<file path="config.mk">
export PLATFORM = sky130hd
export DESIGN_NAME = viterbi_decode_ctrl_flat
export DESIGN_NICKNAME = d
export VERILOG_FILES = /design/src/rtl/viterbi_pkg.sv /design/src/rtl/viterbi_decode_ctrl_if.sv /design/src/rtl/viterbi_tb_timer.sv /design/src/rtl/viterbi_decode_ctrl.sv /design/src/flat_wrapper.sv
export SDC_FILE = /design/constraint.sdc
export NUM_CORES = 1
export LEC_CHECK = 0
export ABC_AREA = 1
export CAP_MARGIN = 20
export CORE_MARGIN = 2
export CORE_UTILIZATION = 25
export CTS_CLUSTER_DIAMETER = 100
export DETAILED_ROUTE_END_ITERATION = 12
export PLACE_DENSITY_LB_ADDON = 0.3
export SETUP_SLACK_MARGIN = 0.2
export SYNTH_ARGS = -nofsm -noshare
export SYNTH_HDL_FRONTEND = slang
export SYNTH_HIERARCHICAL = 1
export SYNTH_SLANG_ARGS = --single-unit
</file>
<file path="constraint.sdc">
create_clock -name clk -period 3.5 [get_ports clk]
set_clock_uncertainty 0.2 [all_clocks]
set_input_delay 0.7 -clock clk [delete_from_list [all_inputs] [get_ports clk]]
set_output_delay 0.7 -clock clk [all_outputs]
set_load 0.02 [all_outputs]
</file>
<file path="src/rtl/viterbi_pkg.sv">
// Shared definitions for the Viterbi decode sequencer.
// - NUM_PAIRS, PAIR_W and the derived widths.
// - State encoding of the controller FSM.
// - A helper that selects one bit pair out of a packet.
package viterbi_pkg;

  localparam int unsigned NUM_PAIRS = 8;
  localparam int unsigned PAIR_W    = 2;
  localparam int unsigned PKT_W     = PAIR_W * NUM_PAIRS;
  localparam int unsigned STEP_W    = $clog2(NUM_PAIRS);

  typedef enum logic [2:0] {
    StIdle,
    StClear,
    StAcs,
    StTbWait,
    StDone,
    StAbort,
    StSettle
  } state_e;

  // Pair k occupies bits [2k+1:2k] of the packet.
  function automatic logic [PAIR_W-1:0] sel_pair(input logic [PKT_W-1:0]  data,
                                                 input logic [STEP_W-1:0] idx);
    return data[idx*PAIR_W +: PAIR_W];
  endfunction

endpackage

</file>
<file path="src/rtl/viterbi_decode_ctrl_if.sv">
// Bundle between the decode sequencer and its environment
// (input buffer, branch-metric/ACS stage, traceback unit, downstream).
//   master : sequencer view - consumes enable/pkt_data/tb_done, drives the rest
//   slave  : environment view
interface viterbi_decode_ctrl_if #(
  parameter int unsigned CNT_W = 16
);
  import viterbi_pkg::*;

  logic              enable;
  logic [PKT_W-1:0]  pkt_data;
  logic              tb_done;
  logic              refresh;
  logic              pm_clear;
  logic [PAIR_W-1:0] pair_out;
  logic              pair_valid;
  logic [STEP_W-1:0] step_idx;
  logic              tb_start;
  logic              out_valid;
  logic              tb_err;
  logic              busy;
  logic [CNT_W-1:0]  pkt_count;

  modport master (
    input  enable, pkt_data, tb_done,
    output refresh, pm_clear, pair_out, pair_valid, step_idx, tb_start, out_valid, tb_err,
           busy, pkt_count
  );

  modport slave (
    output enable, pkt_data, tb_done,
    input  refresh, pm_clear, pair_out, pair_valid, step_idx, tb_start, out_valid, tb_err,
           busy, pkt_count
  );

endinterface

</file>
<file path="src/rtl/viterbi_tb_timer.sv">
// Traceback wait timer: clear/enable up-counter with an expiry flag.
//   clk, rst_n : clock, asynchronous active-low reset
//   i_clear    : synchronous clear to 0 (has priority over i_en)
//   i_en       : count up by one
//   o_expire   : count has reached TIMEOUT-1
module viterbi_tb_timer #(
  parameter int unsigned TIMEOUT = 32
) (
  input  logic clk,
  input  logic rst_n,
  input  logic i_clear,
  input  logic i_en,
  output logic o_expire
);

  localparam int unsigned W = (TIMEOUT > 1) ? $clog2(TIMEOUT) : 1;

  logic [W-1:0] r_cnt;

  always_ff @(posedge clk or negedge rst_n) begin
    if (!rst_n) begin
      r_cnt <= '0;
    end else if (i_clear) begin
      r_cnt <= '0;
    end else if (i_en) begin
      r_cnt <= r_cnt + W'(1);
    end
  end

  assign o_expire = (r_cnt == W'(TIMEOUT - 1));

endmodule

</file>
<file path="src/rtl/viterbi_decode_ctrl.sv">
// Sequencer between the packet input buffer and the Viterbi core.
// Snapshots a packet, issues its bit pairs one per cycle to the ACS stage,
// starts traceback, waits for tb_done (bounded by TB_TIMEOUT) and then pulses
// refresh so the buffer advances. Sole driver of the buffer's refresh input.
//   clk, rst_n : clock, asynchronous active-low reset
//   io_bus     : master side of viterbi_decode_ctrl_if (all data/control signals)
// All outputs are registered from the next-state decode, so each pulse lines up
// with the cycle in which the FSM occupies the corresponding state.
module viterbi_decode_ctrl
  import viterbi_pkg::*;
#(
  parameter int unsigned TB_TIMEOUT = 32,
  parameter int unsigned CNT_W      = 16
) (
  input logic                   clk,
  input logic                   rst_n,
  viterbi_decode_ctrl_if.master io_bus
);

  state_e            r_state, w_state_d;
  logic [STEP_W-1:0] r_step, w_step_d;
  logic [PKT_W-1:0]  r_snap, r_last_pkt;
  logic              w_start, w_in_wait, w_expire;

  logic              r_refresh, r_pm_clear, r_pair_valid, r_tb_start;
  logic              r_out_valid, r_tb_err, r_busy;
  logic [PAIR_W-1:0] r_pair_out;
  logic [STEP_W-1:0] r_step_idx;
  logic [CNT_W-1:0]  r_pkt_count;

  assign w_in_wait = (r_state == StTbWait);

  viterbi_tb_timer #(
    .TIMEOUT (TB_TIMEOUT)
  ) u_tb_timer (
    .clk      (clk),
    .rst_n    (rst_n),
    .i_clear  (!w_in_wait),
    .i_en     (w_in_wait),
    .o_expire (w_expire)
  );

  always_comb begin
    w_state_d = r_state;
    w_step_d  = r_step;
    w_start   = 1'b0;
    unique case (r_state)
      StIdle: begin
        // Zero data means "no packet"; a repeat of the last packet is dropped.
        if (io_bus.enable && (io_bus.pkt_data != '0) && (io_bus.pkt_data != r_last_pkt)) begin
          w_state_d = StClear;
          w_start   = 1'b1;
        end
      end
      StClear: begin
        w_state_d = StAcs;
        w_step_d  = '0;
      end
      StAcs: begin
        if (r_step == STEP_W'(NUM_PAIRS - 1)) begin
          w_state_d = StTbWait;
        end else begin
          w_step_d = r_step + STEP_W'(1);
        end
      end
      StTbWait: begin
        // tb_done on the expiry cycle still counts as success.
        if (io_bus.tb_done) begin
          w_state_d = StDone;
        end else if (w_expire) begin
          w_state_d = StAbort;
        end
      end
      StDone, StAbort: w_state_d = StSettle;
      StSettle:        w_state_d = StIdle;
      default:         w_state_d = StIdle;
    endcase
  end

  always_ff @(posedge clk or negedge rst_n) begin
    if (!rst_n) begin
      r_state     <= StIdle;
      r_step      <= '0;
      r_snap      <= '0;
      r_last_pkt  <= '0;
      r_refresh   <= 1'b0;
      r_pm_clear  <= 1'b0;
      r_pair_valid <= 1'b0;
      r_pair_out  <= '0;
      r_step_idx  <= '0;
      r_tb_start  <= 1'b0;
      r_out_valid <= 1'b0;
      r_tb_err    <= 1'b0;
      r_busy      <= 1'b0;
      r_pkt_count <= '0;
    end else begin
      r_state <= w_state_d;
      r_step  <= w_step_d;
      if (w_start) begin
        r_snap     <= io_bus.pkt_data;
        r_last_pkt <= io_bus.pkt_data;
      end
      r_pm_clear   <= (w_state_d == StClear);
      r_pair_valid <= (w_state_d == StAcs);
      // pair_out/step_idx hold their last value outside ACS.
      if (w_state_d == StAcs) begin
        r_pair_out <= sel_pair(r_snap, w_step_d);
        r_step_idx <= w_step_d;
      end
      r_tb_start  <= (r_state == StAcs) && (w_state_d == StTbWait);
      r_out_valid <= (w_state_d == StDone);
      r_tb_err    <= (w_state_d == StAbort);
      r_refresh   <= (w_state_d == StDone) || (w_state_d == StAbort);
      r_busy      <= (w_state_d != StIdle);
      if (w_state_d == StDone) begin
        r_pkt_count <= r_pkt_count + CNT_W'(1);
      end
    end
  end

  assign io_bus.refresh    = r_refresh;
  assign io_bus.pm_clear   = r_pm_clear;
  assign io_bus.pair_out   = r_pair_out;
  assign io_bus.pair_valid = r_pair_valid;
  assign io_bus.step_idx   = r_step_idx;
  assign io_bus.tb_start   = r_tb_start;
  assign io_bus.out_valid  = r_out_valid;
  assign io_bus.tb_err     = r_tb_err;
  assign io_bus.busy       = r_busy;
  assign io_bus.pkt_count  = r_pkt_count;

endmodule

</file>
<file path="src/flat_wrapper.sv">
// flat-port wrapper written by rule: the top's interface ports become plain ports
module viterbi_decode_ctrl_flat import viterbi_pkg::*;
#(
  parameter int unsigned TB_TIMEOUT = 32,
  parameter int unsigned CNT_W      = 16
)
  (clk, rst_n, io_bus_enable, io_bus_pkt_data, io_bus_tb_done, io_bus_refresh, io_bus_pm_clear, io_bus_pair_out, io_bus_pair_valid, io_bus_step_idx, io_bus_tb_start, io_bus_out_valid, io_bus_tb_err, io_bus_busy, io_bus_pkt_count);
  viterbi_decode_ctrl_if #(.CNT_W(CNT_W)) io_bus_i ();
  input logic clk;
  input logic rst_n;
  input wire logic [$bits(io_bus_i.enable)-1:0] io_bus_enable;
  input wire logic [$bits(io_bus_i.pkt_data)-1:0] io_bus_pkt_data;
  input wire logic [$bits(io_bus_i.tb_done)-1:0] io_bus_tb_done;
  output wire logic [$bits(io_bus_i.refresh)-1:0] io_bus_refresh;
  output wire logic [$bits(io_bus_i.pm_clear)-1:0] io_bus_pm_clear;
  output wire logic [$bits(io_bus_i.pair_out)-1:0] io_bus_pair_out;
  output wire logic [$bits(io_bus_i.pair_valid)-1:0] io_bus_pair_valid;
  output wire logic [$bits(io_bus_i.step_idx)-1:0] io_bus_step_idx;
  output wire logic [$bits(io_bus_i.tb_start)-1:0] io_bus_tb_start;
  output wire logic [$bits(io_bus_i.out_valid)-1:0] io_bus_out_valid;
  output wire logic [$bits(io_bus_i.tb_err)-1:0] io_bus_tb_err;
  output wire logic [$bits(io_bus_i.busy)-1:0] io_bus_busy;
  output wire logic [$bits(io_bus_i.pkt_count)-1:0] io_bus_pkt_count;
  assign io_bus_i.enable = io_bus_enable;
  assign io_bus_i.pkt_data = io_bus_pkt_data;
  assign io_bus_i.tb_done = io_bus_tb_done;
  assign io_bus_refresh = io_bus_i.refresh;
  assign io_bus_pm_clear = io_bus_i.pm_clear;
  assign io_bus_pair_out = io_bus_i.pair_out;
  assign io_bus_pair_valid = io_bus_i.pair_valid;
  assign io_bus_step_idx = io_bus_i.step_idx;
  assign io_bus_tb_start = io_bus_i.tb_start;
  assign io_bus_out_valid = io_bus_i.out_valid;
  assign io_bus_tb_err = io_bus_i.tb_err;
  assign io_bus_busy = io_bus_i.busy;
  assign io_bus_pkt_count = io_bus_i.pkt_count;
  viterbi_decode_ctrl #(.TB_TIMEOUT(TB_TIMEOUT), .CNT_W(CNT_W)) u_core (.clk(clk), .rst_n(rst_n), .io_bus(io_bus_i));
endmodule
</file>
==> results of run 1 <==
worst paths after layout:
| check | from | endpoint | slack, ps |
|---|---|---|---|
| max | io_bus_pkt_data[2] | u_core/r_last_pkt[1]$_DFFE_PN0P_ | 950 |
| min | u_core/u_tb_timer/r_cnt[4]$_DFFE_PN0P_ | u_core/u_tb_timer/r_cnt[4]$_DFFE_PN0P_ | 290 |
| max reg2reg | u_core/r_step[0]$_DFF_PN0_ | u_core/io_bus.pkt_count[10]$_DFFE_PN0N_ | 1370 |
| min reg2reg | u_core/u_tb_timer/r_cnt[4]$_DFFE_PN0P_ | u_core/u_tb_timer/r_cnt[4]$_DFFE_PN0P_ | 290 |
| max in group asynchronous | rst_n | u_core/io_bus.pkt_count[9]$_DFFE_PN0N_ | 2080 |
| min in group asynchronous | rst_n | u_core/r_last_pkt[4]$_DFFE_PN0P_ | 340 |
cell families (layout without fill, tap and decap cells):
| kind of cell | after synthesis | after routing | synth area share [%] |
|---|---|---|---|
| buffers and inverters | 59 | 110 | 7.81 |
| AND/OR/NAND/NOR | 211 | 211 | 32.8 |
| adder cells (fa/ha/maj) | 4 | 4 | 1.64 |
| flip-flops | 55 | 55 | 45.0 |
| AO/OA/AOI/OAI | 28 | 28 | 4.74 |
| XOR/XNOR | 28 | 28 | 8.02 |
layout make-up:
cell class                 count  share of cell area, %
sequential                    55                   35.9
timing repair buffer          51                   12.9
clock buffer                   5                   3.26
inverter                      51                   4.99
multi-input combinational    271                   37.7
tap                          147                   4.80
clock inverter                 3                  0.489
cell usage in the layout, fill, tap and decap left out:
cell and count:
nand2_1 104, nor2_1 29, inv_6 1, nor3_1 4, o22ai_1 1, dfrtp_1 55
inv_2 4, clkbuf_16 5, clkdlybuf4s50_1 46, inv_1 47, clkinv_2 2, a21oi_1 5
ha_1 4, nand4_1 22, a21oi_2 1, nand3_1 30, o21ai_0 21, nand3_4 1
nor2_4 3, nand3_2 4, nand2_4 1, buf_2 1, nor2_2 4, buf_4 4
xor2_1 24, nand3b_1 7, nor3_2 1, nand2_2 1, xnor2_1 4
layer usage:
metal | vias up | share of wire [%] | routed length, um
met1 | 1242 | 50 | 3570
li1 | 1339 | - | -
met3 | 9 | 3.4 | 243
met5 | - | 0 | 0
met4 | 0 | 1.0 | 72
met2 | 52 | 46 | 3330
power by group:
part	total, mW	internal [mW]	switching (mW)
logic	1.18	0.450	0.730
clock network	0.493	0.266	0.228
registers	0.988	0.823	0.165
state kept, by name, summed over array words and instances (netlist names):
name,cells
u_core/io_bus.out_valid,1
u_core/io_bus.pair_out,2
u_core/io_bus.pm_clear,1
u_core/io_bus.tb_err,1
u_core/r_last_pkt,16
u_core/r_state,3
u_core/io_bus.busy,1
u_core/io_bus.pair_valid,1
u_core/u_tb_timer/r_cnt,5
u_core/io_bus.refresh,1
u_core/r_step,3
u_core/io_bus.tb_start,1
u_core/io_bus.step_idx,3
u_core/io_bus.pkt_count,16
worst reg2reg max path, stage by stage (launching register included):
cell,delay [ps]
dfrtp_1,420
ha_1,260
nand2_1,130
nor2_1,100
nor2_4,410
nand3_4,290
nand2_1,140
nand2_1,60
==> results by group, run 1 <==
Run status
  – Outcome: complete, no violations

Global route
  – Gr usage total: 11.4%
  – Grt met3 use: about 2.3%
  – Initial antenna violation count: 0
  – Pin count of the biggest net entering global routing: between 40 and 50
  – Met1 Use GR: between 10% and 20%
  – First-pass GRT wire length: 12.1 mm
  – GRT Residual Overflow: 0
  – Grt met2 use: 18.4%
  – Vias in the first global route: between 2,000 and 3,000
  – GR peak layer: met2

Finish
  – Post-Layout Cell Count: roughly 600
  – Storage cell area: around 1400 sq um
  – Fill cell count: 1,252
  – Multi-input gate area: roughly 1400 sq um
  – Fin area: 3830 sq um
  – Synth-to-layout area growth: 25.4%
  – Final core utilization: between 30% and 40%
  – Diode count: 0
  – Fin nets: around 460
  – Layout cells sized above 1: between 7 and 8%

Floorplan
  – Core region area: 12,000 sq um
  – I/O pins: between 40 and 50
  – Initial Utilization: between 20% and 30%
  – Die area: roughly 13,000 sq um
  – Die X: 115 um
  – Floorplan row count: 40
  – Height of the die: ~110 um

Yosys
  – Asr flop ratio synth: between 90% and 100%
  – Synth cell count leaders: nand2_1 (104), dfrtp_1 (55), inv_1 (47)
  – Post-synth top area share: 45.0%
  – Synthesized flop and latch total: 55
  – Main synth FF type: dfrtp_1
  – Synth top area cells: dfrtp_1 (45%), nand2_1 (13%), xor2_1 (6.9%)
  – Warnings from Yosys: 6
  – Area leader, netlist: dfrtp_1
  – Number of enable flip-flop cells after synthesis: 0
  – Avg Inst Size Synth: 7.95 sq um
  – Mapped Area: between 3000 and 4000 sq um
  – Count leader, synth: nand2_1
  – Sequential area share after synthesis: 45.0%
  – Distinct cell type count after synthesis: 27
  – Post-synthesis cell count: between 300 and 400
  – Synthesized net count: about 410

Placement
  – Final HPWL DP: 5.40 mm
  – Placer Congestion: roughly 0.83
  – Post-place instance area: around 3700 sq um
  – Port Buffer Count: 47
  – Dpl ws: ~640 ps
  – # placed instances: around 580

Worst setup path
  – Crit Path Category: input pin to flip-flop
  – Critical path's slowest cell: clkdlybuf4s50_1
  – Req. time, crit path: approximately 3500 ps
  – Slowest stage delay, CP: 440 ps
  – CP top delay family: buffers and inverters
  – Critical Path Sink Type: flip-flop
  – Crit path DAT: between 2000 and 3000 ps
  – Worst-path fanout max: 33
  – Crit path cell chain: clkdlybuf4s50_1, xor2_1, nor2_1, nand2_1, nor2_1, nand2_1, nand2_2, buf_4, o21ai_0
  – Critical path depth: 9
  – CP startpoint kind: input pin
  – R2r worst-path depth: 7
  – Worst path bufs/invs: 2

Clock tree
  – CTS tree: done
  – Worst-Skew Late Latency: between 200 and 300 ps
  – Root Driver: clkbuf_16
  – Setup Fix Bufs, Post-CTS: 0
  – Cts hold-fix bufs: 0
  – CTS max path bufs: 2
  – Clock Pin Slew Worst Setup and Hold Paths: approximately 70 ps
  – CTS Buf Count: 5
  – Clk sinks: 55
  – # H-tree levels: 2
  – Post-CTS resize count: 0

Job
  – Max Cap Viol: 0

STA
  – Final Hold Fails: 0
  – Setup WS post-layout: ~950 ps
  – Fin Hold WS: ~290 ps
  – Max-slew headroom: roughly two fifths
  – F_max: between 300 and 400 MHz
  – Final setup TNS: 0 ps
  – Final Slew Violations: 0
  – Min Tclk post-route: ~2500 ps
  – Final setup violation count: 0
  – RSZ-0062 raised after global routing: no
  – Slew @ Worst Pin: around 910 ps
  – Tcrit/Tclk final: 72.8%

Min path
  – Hold WC Path Type: flip-flop to flip-flop
  – Hold path cells: 2

Drt
  – DRC: 0
  – Vias/cell: ~4.5
  – Initial DRC Count: 156
  – Detailed-router iteration count before antenna repair: 4
  – Final wirelength: ~7.2 mm
  – Routed len/inst: 12.4 um
  – Antenna Violating Nets Remaining: 0
  – Via count: about 2,600

Power and ir drop
  – PD cells: 694 nW/um^2
  – Peak supply drop: roughly 0.00021 V
  – PnR Total Power: between 2 and 3 mW
  – Lkg Pwr: between 1.5 and 2 nW
Note: power is estimated with default switching activity, not from simulation.
==> run 2: changes to the inputs <==
clock period = 2.1 ns   (was 3.5 ns; I/O delays follow)
==> run 2 against run 1 <==
First-iteration DRC count increased by 1.3%. Setup slack got worse by 730 ps. Critical path type is now flip-flop to flip-flop. Critical endpoint is now u_core/io_bus.busy$_DFF_PN0_. Clock power increased by 94%. Combinational power increased by 130%. Worst hold slack improved by 5.6 ps.
==> results by group, run 2 (same netlist as run 1, synthesis figures left out) <==
Run status
  – Outcome: complete, no violations

Finish
  – Most frequent cells in the layout: nand2_1 (99), dfrtp_1 (52), inv_1 (47)
  – Diode count: 0 (unchanged)
  – Fin area: 4390 sq um (+14%)
  – Commonest non-fill, non-tap cell in the layout: nand2_1
  – Fin nets: 493 (+7.4%)
  – Layout cells sized above 1: 18.1% (+11 points)
  – Fill cell count: 1,219 (-2.6%)
  – Synth-to-layout area growth: 43.4%
  – Post-Layout Cell Count: 617 (+5.8%)

Power and ir drop
  – PD cells: 1220 nW/um^2 (+76%)
  – Peak supply drop: 0.000357 V (+71%)
  – Lkg Pwr: 2.20 nW (+20%)

Drt
  – Detailed-router iteration count before antenna repair: 4 (unchanged)
  – Final wirelength: 8.38 mm (+16%)
  – Via count: 2,839 (+7.5%)
  – Antenna Violating Nets Remaining: 0 (unchanged)
  – Routed len/inst: 13.6 um (+9.8%)
  – Initial DRC Count: 158 (+1.3%)
  – DRC: 0 (unchanged)
  – Vias/cell: 4.60 (+1.5%)

Floorplan
  – Die X: 115 um (unchanged)
  – Core region area: 12,000 sq um (unchanged)
  – Height of the die: 115 um (unchanged)
  – I/O pins: 48 (unchanged)
  – Floorplan row count: 40 (unchanged)
  – Initial Utilization: 25.6% (unchanged)
  – Die area: 13,100 sq um (unchanged)

Global route
  – Pin count of the biggest net entering global routing: 56 (+33%)
  – Initial antenna violation count: 0 (unchanged)
  – First-pass GRT wire length: 13.2 mm (+8.7%)
  – Grt met2 use: 20.9% (+2.4 points)
  – Grt met3 use: 2.44% (+0.11 points)
  – GRT Residual Overflow: 0 (unchanged)
  – Vias in the first global route: 2,754 (+7.2%)
  – GR peak layer: met2
  – Gr usage total: 12.6% (+1.3 points)
  – Met1 Use GR: 16.6% (+0.96 points)

STA
  – Max-slew headroom: 74.1% (+35 points)
  – Final Slew Violations: 0 (unchanged)
  – Slew @ Worst Pin: 386 ps (-525 ps)
  – Final setup violation count: 0 (unchanged)
  – Tcrit/Tclk final: between 80 and 90%
  – F_max: ~530 MHz
  – RSZ-0062 raised after global routing: yes
  – Final Hold Fails: 0 (unchanged)
  – Min Tclk post-route: 1880 ps

Clock tree
  – CTS tree: done
  – Root Driver: clkbuf_16
  – Worst-Skew Late Latency: 290 ps (about the same)
  – Clock Pin Slew Worst Setup and Hold Paths: 70 ps (about the same)
  – CTS Buf Count: 5 (unchanged)
  – CTS max path bufs: 2 (unchanged)
  – # H-tree levels: 2 (unchanged)
  – Clk sinks: 55 (unchanged)

Worst setup path
  – Critical Path Sink Type: flip-flop
  – Slowest stage delay, CP: 390 ps (-50 ps)
  – CP startpoint kind: flip-flop
  – Worst path bufs/invs: 2 (unchanged)
  – CP top delay family: flip-flops
  – Crit path cell chain: ha_2, nand2_2, nor2_4, ha_4, o21ai_4, nor2_4, buf_12, buf_6, a21oi_4, nand4_1
  – Critical path's slowest cell: dfrtp_1
  – Crit path DAT: 1850 ps (-660 ps)
  – Worst-path fanout max: 7 (-79%)
  – Crit Path Category: flip-flop to flip-flop
  – CP dominant cell by count: nor2_4
  – Req. time, crit path: 2070 ps (-1390 ps)

Min path
  – Hold WC Path Type: flip-flop to flip-flop

Job
  – Max Cap Viol: 0 (unchanged)

Placement
  – Final HPWL DP: 5.40 mm (about the same)
  – Placer Congestion: 0.807 (-2.9%)
  – Port Buffer Count: 47 (unchanged)
  – # placed instances: 580 (+0.87%)
  – Post-place instance area: 3770 sq um (+2.0%)
-- run 2: cell count changes in the layout (fill, tap and decap cells not counted), sizes merged, moves of 3 or more --
cell and change:
clkdlybuf4s50 -36, dlygate4sd2 +32, buf +28, dlymetal6s2s +4, nand3 +3
-- run 2: area by class of cell --
class / count / area (sq um) / share of cell area, %
flip-flops and latches: 55 / 1380 / 31.5
repair buffers: 81 / 828 / 18.9
multi-input cells: 275 / 1630 / 37.2
well taps: 147 / 184 / 4.19
clock buffers: 5 / 125 / 2.85
clock inverters: 3 / 43.8 / 0.999
inverters: 51 / 191 / 4.37
-- run 2: what timing repair did --
action	4_1_cts	5_1_grt
hold endpoints to repair	55	0
pin swaps	13	21
buffers inserted	7	14
resized for setup	48	31
cloned	4	3
hold buffers	1	0
setup endpoints to repair	55	43
-- run 2: power by group --
group / switching (mW) / internal [mW]
registers: 0.274 / 1.38
clock network: 0.391 / 0.563
logic: 1.54 / 1.20
-- run 2: final timing paths --
check	start	endpoint	slack, ps	cells after the start
setup reg to reg	u_core/u_tb_timer/r_cnt[1]$_DFFE_PN0P_	u_core/io_bus.busy$_DFF_PN0_	220	10
max in group asynchronous	rst_n	u_core/r_state[2]$_DFF_PN0_	980	3
hold reg to reg	u_core/io_bus.pair_out[0]$_DFFE_PN0N_	u_core/io_bus.pair_out[0]$_DFFE_PN0N_	290	2
setup / recovery	u_core/u_tb_timer/r_cnt[1]$_DFFE_PN0P_	u_core/io_bus.busy$_DFF_PN0_	220	10
hold / removal	u_core/io_bus.pair_out[0]$_DFFE_PN0N_	u_core/io_bus.pair_out[0]$_DFFE_PN0N_	290	2
min in group asynchronous	rst_n	u_core/io_bus.step_idx[2]$_DFFE_PN0N_	450	3
-- run 2: worst reg2reg max path, stage by stage, from the launching register on --
cell and delay (ps):
dfrtp_1 390, ha_2 200, nand2_2 80, nor2_4 50, ha_4 160, o21ai_4 150, nor2_4 50, buf_12 140
buf_6 110, a21oi_4 120, nand4_1 100
-- run 2: per-layer routing --
layer  vias up  wire length, um
li1       1409                -
met1      1334             3800
met2        81             4050
met3        15              348
met4         0              187
met5         -                0
-- run 2: through the flow --
stage	hold WS, ps	setup TNS [ps]	worst slack [ps]	util [%]	total power [mW]
6_report	292	0	216	36.7	5.34
5_1_grt	304	0	118	36.7	5.76
4_1_cts	294	0	95.8	34.2	4.95
3_5_place_dp	249	-7350	-264	31.5	3.77
3_3_place_gp	251	-5710	-207	31.5	3.73
2_1_floorplan	-75.6	0	211	-	3.02
